--- config.mk ---
export PLATFORM = sky130hd
export DESIGN_NAME = sec_lowest
export DESIGN_NICKNAME = d
export VERILOG_FILES = /design/src/rtl/sec_lowest.sv
export SDC_FILE = /design/constraint.sdc
export NUM_CORES = 1
export LEC_CHECK = 0
export ABC_AREA = 1
export ABC_CLOCK_PERIOD_IN_PS = 2600
export CAP_MARGIN = 20
export CORE_MARGIN = 8
export CORE_UTILIZATION = 30
export DETAILED_ROUTE_END_ITERATION = 12
export GPL_TIMING_DRIVEN = 0
export PLACE_DENSITY = 0.51
export SKIP_LAST_GASP = 1
export SLEW_MARGIN = 20
export SYNTH_ARGS = -nofsm -noshare
export SYNTH_HDL_FRONTEND = slang
export SYNTH_SLANG_ARGS = --single-unit
export TNS_END_PERCENT = 30
--- constraint.sdc ---
create_clock -name clk -period 2.6 [get_ports clk]
set_input_delay 0.39 -clock clk [delete_from_list [all_inputs] [get_ports clk]]
set_output_delay 0.39 -clock clk [all_outputs]
set_load 0.005 [all_outputs]
--- src/rtl/sec_lowest.sv ---
// Purpose: running second-lowest distinct value of a valid-qualified stream; SEC_LOWEST_STATUS_EN adds lowest/second_valid.
// Latency: 1 cycle, the accepted sample is reflected right after its edge.
// Backpressure: none; every sample with valid=1 is consumed.
module sec_lowest #(
    parameter int WIDTH = 16
) (
    input  logic             clk,
    input  logic             rst,
    input  logic             valid,
    input  logic [WIDTH-1:0] data,
`ifdef SEC_LOWEST_STATUS_EN
    output logic [WIDTH-1:0] lowest,
    output logic             second_valid,
`endif
    output logic [WIDTH-1:0] second_lowest
);

    // Fill level: how many distinct values have been captured so far (max 2).
    typedef enum logic [1:0] {
        FILL_EMPTY = 2'd0,
        FILL_ONE   = 2'd1,
        FILL_TWO   = 2'd2
    } fill_t;

    fill_t            fill_q,   fill_nxt;
    logic [WIDTH-1:0] lowest_q, lowest_nxt;
    logic [WIDTH-1:0] second_q, second_nxt;

    always_ff @(posedge clk) begin
        if (rst) begin
            fill_q   <= FILL_EMPTY;
            lowest_q <= '1;
            second_q <= '1;
        end else begin
            fill_q   <= fill_nxt;
            lowest_q <= lowest_nxt;
            second_q <= second_nxt;
        end
    end

    always_comb begin
        fill_nxt   = fill_q;
        lowest_nxt = lowest_q;
        second_nxt = second_q;
        if (valid) begin
            unique case (fill_q)
                FILL_EMPTY: begin
                    lowest_nxt = data;
                    fill_nxt   = FILL_ONE;
                end
                FILL_ONE: begin
                    if (data < lowest_q) begin
                        second_nxt = lowest_q;
                        lowest_nxt = data;
                        fill_nxt   = FILL_TWO;
                    end else if (data > lowest_q) begin
                        second_nxt = data;
                        fill_nxt   = FILL_TWO;
                    end
                end
                FILL_TWO: begin
                    // Values equal to either tracked entry are duplicates and ignored.
                    if (data < lowest_q) begin
                        second_nxt = lowest_q;
                        lowest_nxt = data;
                    end else if ((data > lowest_q) && (data < second_q)) begin
                        second_nxt = data;
                    end
                end
                default: begin
                    fill_nxt = FILL_EMPTY;
                end
            endcase
        end
    end

    assign second_lowest = second_q;

`ifdef SEC_LOWEST_STATUS_EN
    assign lowest       = lowest_q;
    assign second_valid = (fill_q == FILL_TWO);
`endif

endmodule

==> results.cfg, run 1 <==
[timing]
worstMarginPinSlew_ns = 0.5303
final.setup_skew_ns = 0.01044
hold_slack_ns = 0.4637
slew_headroom = 0.6451
setup_viol = 0
fmax_ghz = 0.4227
drv_slew = 0
hold_viol = 0
rsz0062_at_grt = false
period_minus_slack_ns = 2.366
timing.final.crit_share = 0.9099
setup_ws_ns = 0.2342

[global_route]
antenna_found_initial = 0
grt_pass1_wl_um = 11560
grt_max_degree = 13
grtUsageTotal = 0.1262
first_global_vias = 2323
gr-total-overflow = 0

[yosys]
syn-num-nets = 412
syn-mean-instance-area_sq_um = 6.829
synth.top_cell.area_share = 0.2784
ys_ff_latch = 34
synth.area.top_cells = dfxtp_1 (28%), ha_1 (18%), nand2_1 (16%)
synth_area_leader_cell = dfxtp_1
synth_cell_types = 23
ys.warnings.count = 0
syn-instance-count = 358
synth_area_sq_um = 2445
yosysSeqAreaShare = 0.2784

[power]
ir_worst_vdd_v = 0.0003111
p_comb_frac = 0.319
pwr-share-clk = 0.307
powerDensity_nw_per_um2 = 534.9
switching_share = 0.3384
power_mw = 1.641
leakagePower_nw = 1.743
p_seq_frac = 0.375
p_int_mw = 1.085
switchingPower_uw = 555.1

[drt]
vias = 2395
first_iter_violations = 88
drtAntennaViolNets = 0
firstDrtPassIters = 4
drc = 0
drt-total-wl_um = 6840
post_drt_wl_per_cell_um = 13.52
vias_per_cell = 4.733

[job]
maxCapViolations = 0

[clock_network]
cts.clk_slew.worst_paths_ns = 0.08
tritoncts = yes
max-clock-path-buffers = 2
clockRootBuffer = clkbuf_8
htree_levels = 2
cts.sinks = 34
clk_latency_ns = 0.29
numCtsBuffers = 5

[floorplan]
die_area_sq_um = 11290
rows = 33
boundaryPins = 35
die_w_um = 106.3
start_util = 0.3037
fp.coreArea_sq_um = 8051
die_y_um = 106.3

[placed_design]
post-place-ws_ns = -0.2270
post-dp-hpwl_um = 5291
io_buffer_count = 34
place.gp.congestion = 0.8355
placed_cell_area_sq_um = 2917

[final_layout]
drive_gt1_frac = 0.07232
areaGrowthSynthToFinish_pct = 25.43
diodes = 0
mostFrequentLayoutCell = nand2_1
final_area_sq_um = 3067
fin_nets = 454
final_cell_mix = nand2_1 (104), nand3_1 (65), inv_1 (44)

[critical_path]
worstSetupEndpointType = flop
slowest_delay_ns = 0.52
cp_max_fo = 10
path_delay_family = simple AND/OR/NAND/NOR gates
critPathSlowestCell = clkdlybuf4s50_1
start_kind = input port
crit_buf_inv = 2
critPathArrivalTime_ns = 2.54
critical_path_class = input port to flop
worstPathCellList = clkdlybuf4s50_1, ha_1, a21o_1, nor2_1, nand2_1, nand2_4, nand2_4, a21oi_4, nand3_4, buf_6, nand2_1, nand3_1
required_ns = 2.77

[worst_hold_path]
hold_class = input port to flop

[outcome]
status = finished clean
==> area by class of cell <==
class	instances	area (sq um)
Clock inverter	3	45.04
Buffer	14	85.08
Fill cell	876	4985
Sequential cell	34	680.7
Inverter	45	168.9
Multi-Input combinational cell	265	1534
Timing Repair Buffer	35	352.8
Tap cell	105	131.4
Clock buffer	5	68.82
==> layer usage <==
metal,part of all wire,global-route usage,up-vias
li1,-,-,1271
met1,0.48,0.1609,1085
met2,0.47,0.2082,35
met3,0.047,0.03267,4
met4,0.0067,0.02814,0
met5,0,0,-
==> synth_stat cells, drive strengths merged <==
| master | count |
|---|---|
| a21o | 1 |
| a21oi | 15 |
| buf | 8 |
| clkbuf | 6 |
| dfxtp | 34 |
| ha | 35 |
| inv | 45 |
| nand2 | 109 |
| nand3 | 66 |
| nand4 | 18 |
| nor2 | 14 |
| nor3 | 2 |
| nor4 | 1 |
| o211ai | 1 |
| o21ai | 3 |
==> cell families (layout without fill, tap and decap cells) <==
kind of cell / after synthesis / count (layout) / share of synthesized area
simple gates: 210 / 210 / 0.3879
buf+inv: 59 / 102 / 0.1024
fa+ha+maj: 35 / 35 / 0.1791
flops: 34 / 34 / 0.2784
compound gates: 20 / 20 / 0.05220
==> tightest hold or removal path: stages <==
cell and delay [ns]:
dlymetal6s2s_1 0.16, nand3_1 0.09, nand3_1 0.08
==> per-stage QoR <==
step / setup TNS, ns / cells / util
final: 0 / 506 / 0.3809
after global routing: 0 / 506 / 0.3809
after CTS: 0 / 505 / 0.3764
after detailed placement: -4.534 / 497 / 0.3622
after global placement: -4.006 / 497 / 0.3622
after floorplan: 0 / 358 / -
==> path summary, 6_finish.rpt <==
check / start / to / slack, ns / cells after the start
min: data[2] / lowest_q[2]$_SDFFE_PP1P_ / 0.46 / 3
max: data[7] / second_lowest[6]$_SDFFE_PP1P_ / 0.23 / 12
min reg2reg: second_lowest[12]$_SDFFE_PP1P_ / second_lowest[12]$_SDFFE_PP1P_ / 0.49 / 2
max reg2reg: lowest_q[3]$_SDFFE_PP1P_ / second_lowest[6]$_SDFFE_PP1P_ / 0.47 / 15
==> sequential cells by signal, summed over array words and instances, names as in the netlist <==
name	count
fill_q	2
lowest_q	16
second_lowest	16
==> power by group through the flow <==
stage,Combinational (mW),Clock [mW],Sequential [mW]
2_1_floorplan,0.343,0,0.618
3_3_place_gp,0.508,0,0.626
3_5_place_dp,0.518,0,0.626
4_1_cts,0.521,0.518,0.614
5_1_grt,0.608,0.541,0.623
6_report,0.523,0.503,0.615
==> what timing repair did <==
action / 4_1_cts / 5_1_grt
buffers inserted: 0 / 1
hold buffers: 0 / 0
gates resized for setup: 0 / 10
endpoints found under the setup margin: 0 / 20
Power figures use the tool's default switching activity.
==> inputs of run 2 (changes only) <==
--- a/config.mk
+++ b/config.mk
@@ -13,7 +13,6 @@
 export DETAILED_ROUTE_END_ITERATION = 12
 export GPL_TIMING_DRIVEN = 0
 export PLACE_DENSITY = 0.51
-export SKIP_LAST_GASP = 1
 export SLEW_MARGIN = 20
 export SYNTH_ARGS = -nofsm -noshare
 export SYNTH_HDL_FRONTEND = slang
==> constraint.sdc (replaced) <==
create_clock -name clk -period 2.6 [get_ports clk]
set_input_delay 0.39 -clock clk [delete_from_list [all_inputs] [get_ports clk]]
set_output_delay 0.39 -clock clk [all_outputs]
set_load 0.1 [all_outputs]
==> results of run 2 <==
The final DEF is identical to that of run 1. Status: finished clean.
Among the figures that moved: total power 1.641 mW -> 1.789 mW
==> inputs of run 3 (changes only) <==
--- a/config.mk
+++ b/config.mk
@@ -8,7 +8,7 @@
 export ABC_AREA = 1
 export ABC_CLOCK_PERIOD_IN_PS = 2600
 export CAP_MARGIN = 20
-export CORE_MARGIN = 8
+export CORE_MARGIN = 10
 export CORE_UTILIZATION = 30
 export DETAILED_ROUTE_END_ITERATION = 12
 export GPL_TIMING_DRIVEN = 0
==> run 3 against run 2 <==
Effect of this change:
- die area is 7.7% higher
- global-route usage down 0.086 points
- non-clock buffer count rose by 1
- largest power group unchanged
- critical endpoint unchanged
- sequential power is essentially flat
- first-iteration DRC count fell by 2.3%
- maximum frequency decreased by 1.5%
==> results.cfg, run 3 (synthesized netlist as in run 1, its figures left out) <==
[worst_hold_path]
holdPathStages = 3
hold_end = lowest_q[5]$_SDFFE_PP1P_
hold_start = data[5]
hold_class = input port to flop

[critical_path]
rrSetupSlack_ns = 0.41
worstReg2RegStart = lowest_q[13]$_SDFFE_PP1P_
critPathSlowestCell = clkdlybuf4s50_1
required_ns = 2.84
path_delay_family = buffers and inverters
reg2regPathDepth = 12
cp_max_fo = 10
crit_buf_inv = 3
r2r_end = second_lowest[6]$_SDFFE_PP1P_
start_kind = input port
slowest_delay_ns = 0.50
critPathArrivalTime_ns = 2.64
critical_path_class = input port to flop
worstPathCellList = clkdlybuf4s50_1, ha_1, a21oi_1, o21ai_1, a21oi_4, nand2_4, a21oi_4, buf_6, buf_6, nand4_1, nand3_1
worstSetupEndpointType = flop

[final_layout]
areaGrowthSynthToFinish_pct = 25.08
final_cells = 504
nFillCells = 831
drive_gt1_frac = 0.07463
multi_input_area_sq_um = 1534
register_area_sq_um = 680.7
fin_nets = 455
fin_util = 0.3917
diodes = 0
final_area_sq_um = 3058
mostFrequentLayoutCell = nand2_1
final_cell_mix = nand2_1 (104), nand3_1 (65), inv_1 (44)

[clock_network]
cts.sinks = 34
htree_levels = 2
tritoncts = yes
max-clock-path-buffers = 2
clk_latency_ns = 0.30
cts.clk_slew.worst_paths_ns = 0.08
clockRootBuffer = clkbuf_8
numCtsBuffers = 5

[drt]
firstDrtPassIters = 4
drc = 0
vias_per_cell = 4.861
drtAntennaViolNets = 0
post_drt_wl_per_cell_um = 14.31
drt-total-wl_um = 7210
first_iter_violations = 86
vias = 2450

[floorplan]
die_area_sq_um = 12160
start_util = 0.3131
rows = 32
die_w_um = 110.3
boundaryPins = 35
die_y_um = 110.3
fp.coreArea_sq_um = 7807

[outcome]
status = finished clean

[power]
pwr-share-clk = 0.252
p_int_mw = 1.016
p_comb_frac = 0.393
power_mw = 1.730
ir_worst_vdd_v = 0.0003145
powerDensity_nw_per_um2 = 565.9
switching_share = 0.4129
p_seq_frac = 0.355
switchingPower_uw = 714.5
leakagePower_nw = 1.755

[timing]
setup_viol = 0
slew_headroom = 0.3421
worstMarginPinSlew_ns = 0.9838
rsz0062_at_grt = false
hold_viol = 0
final.setup_skew_ns = 0.009528
drv_slew = 0
setup_ws_ns = 0.1990
fmax_ghz = 0.4165
timing.final.crit_share = 0.9234
period_minus_slack_ns = 2.401

[global_route]
grt_busiest_layer = met2
met3_usage = 0.03018
gr-total-overflow = 0
grt_pass1_wl_um = 12100
met2_usage = 0.2134
antenna_found_initial = 0
grtUsageTotal = 0.1253
first_global_vias = 2457
grt_util_met1 = 0.1501
grt_max_degree = 12

[placed_design]
placed_cell_area_sq_um = 2913
place.gp.congestion = 0.7878
dp_cells = 494
post-dp-hpwl_um = 5427
io_buffer_count = 34
post-place-ws_ns = -0.3014

[job]
maxCapViolations = 0
-- run 3: cell count changes in the layout (fill, tap and decap cells not counted) --
cell | previous run | this run
buf_6 | 3 | 4
bufinv_16 | 1 | 0
clkbuf_8 | 5 | 6
clkdlybuf4s50_1 | 32 | 31
clkinv_2 | 0 | 1
clkinvlp_4 | 2 | 1
dlymetal6s2s_1 | 2 | 3
-- run 3: worst max path at each step --
stage	start	to	slack [ns]	depth (start not counted)
after floorplan	second_lowest[5]$_SDFFE_PP1P_	second_lowest[2]$_SDFFE_PP1P_	0.13	13
after global placement	data[7]	lowest_q[8]$_SDFFE_PP1P_	-0.24	12
after detailed placement	data[7]	lowest_q[4]$_SDFFE_PP1P_	-0.30	12
after CTS	data[7]	lowest_q[9]$_SDFFE_PP1P_	0.03	12
after global routing	data[13]	second_lowest[6]$_SDFFE_PP1P_	0.04	11
final	data[15]	second_lowest[6]$_SDFFE_PP1P_	0.20	11
-- run 3: cell type report --
cell class / instances / share of cell area
plain buffers: 14 / 0.02905
well taps: 102 / 0.04173
repair buffers: 36 / 0.1187
clock inverters: 2 / 0.004092
inverters: 45 / 0.05524
multi-input cells: 265 / 0.5016
clock buffers: 6 / 0.02700
flip-flops and latches: 34 / 0.2226
-- run 3: power groups by stage --
| stage | Clock (mW) | Combinational, mW | Sequential (mW) |
|---|---|---|---|
| 2_1_floorplan | 0 | 0.344 | 0.766 |
| 3_3_place_gp | 0 | 0.661 | 0.626 |
| 3_5_place_dp | 0 | 0.671 | 0.626 |
| 4_1_cts | 0.452 | 0.673 | 0.614 |
| 5_1_grt | 0.476 | 0.766 | 0.622 |
| 6_report | 0.436 | 0.681 | 0.614 |
-- run 3: metrics by stage --
step                      setup TNS (ns)  hold WS (ns)
after floorplan                        0        0.4498
after global placement            -4.728        0.4690
after detailed placement          -5.851        0.4695
after CTS                              0        0.4878
after global routing                   0        0.5058
final                                  0        0.4731
-- run 3: what timing repair did --
item,4_1_cts,5_1_grt
setup endpoints to repair,0,20
hold endpoints to repair,0,0
gates resized for setup,0,12
buffers inserted,0,2
hold buffers,0,0
-- run 3: routing by layer --
metal / routed length (um) / up-vias / share of wire
met5: 0 / - / 0
met4: 108 / 0 / 0.015
met3: 400 / 12 / 0.055
met2: 3412 / 49 / 0.47
met1: 3288 / 1118 / 0.46
li1: - / 1271 / -
-- run 3: worst min-delay path, delay by kind of cell --
family / cells / cell delay [ns]
buffers and inverters: 1 / 0.18
and+or+nand+nor: 2 / 0.18
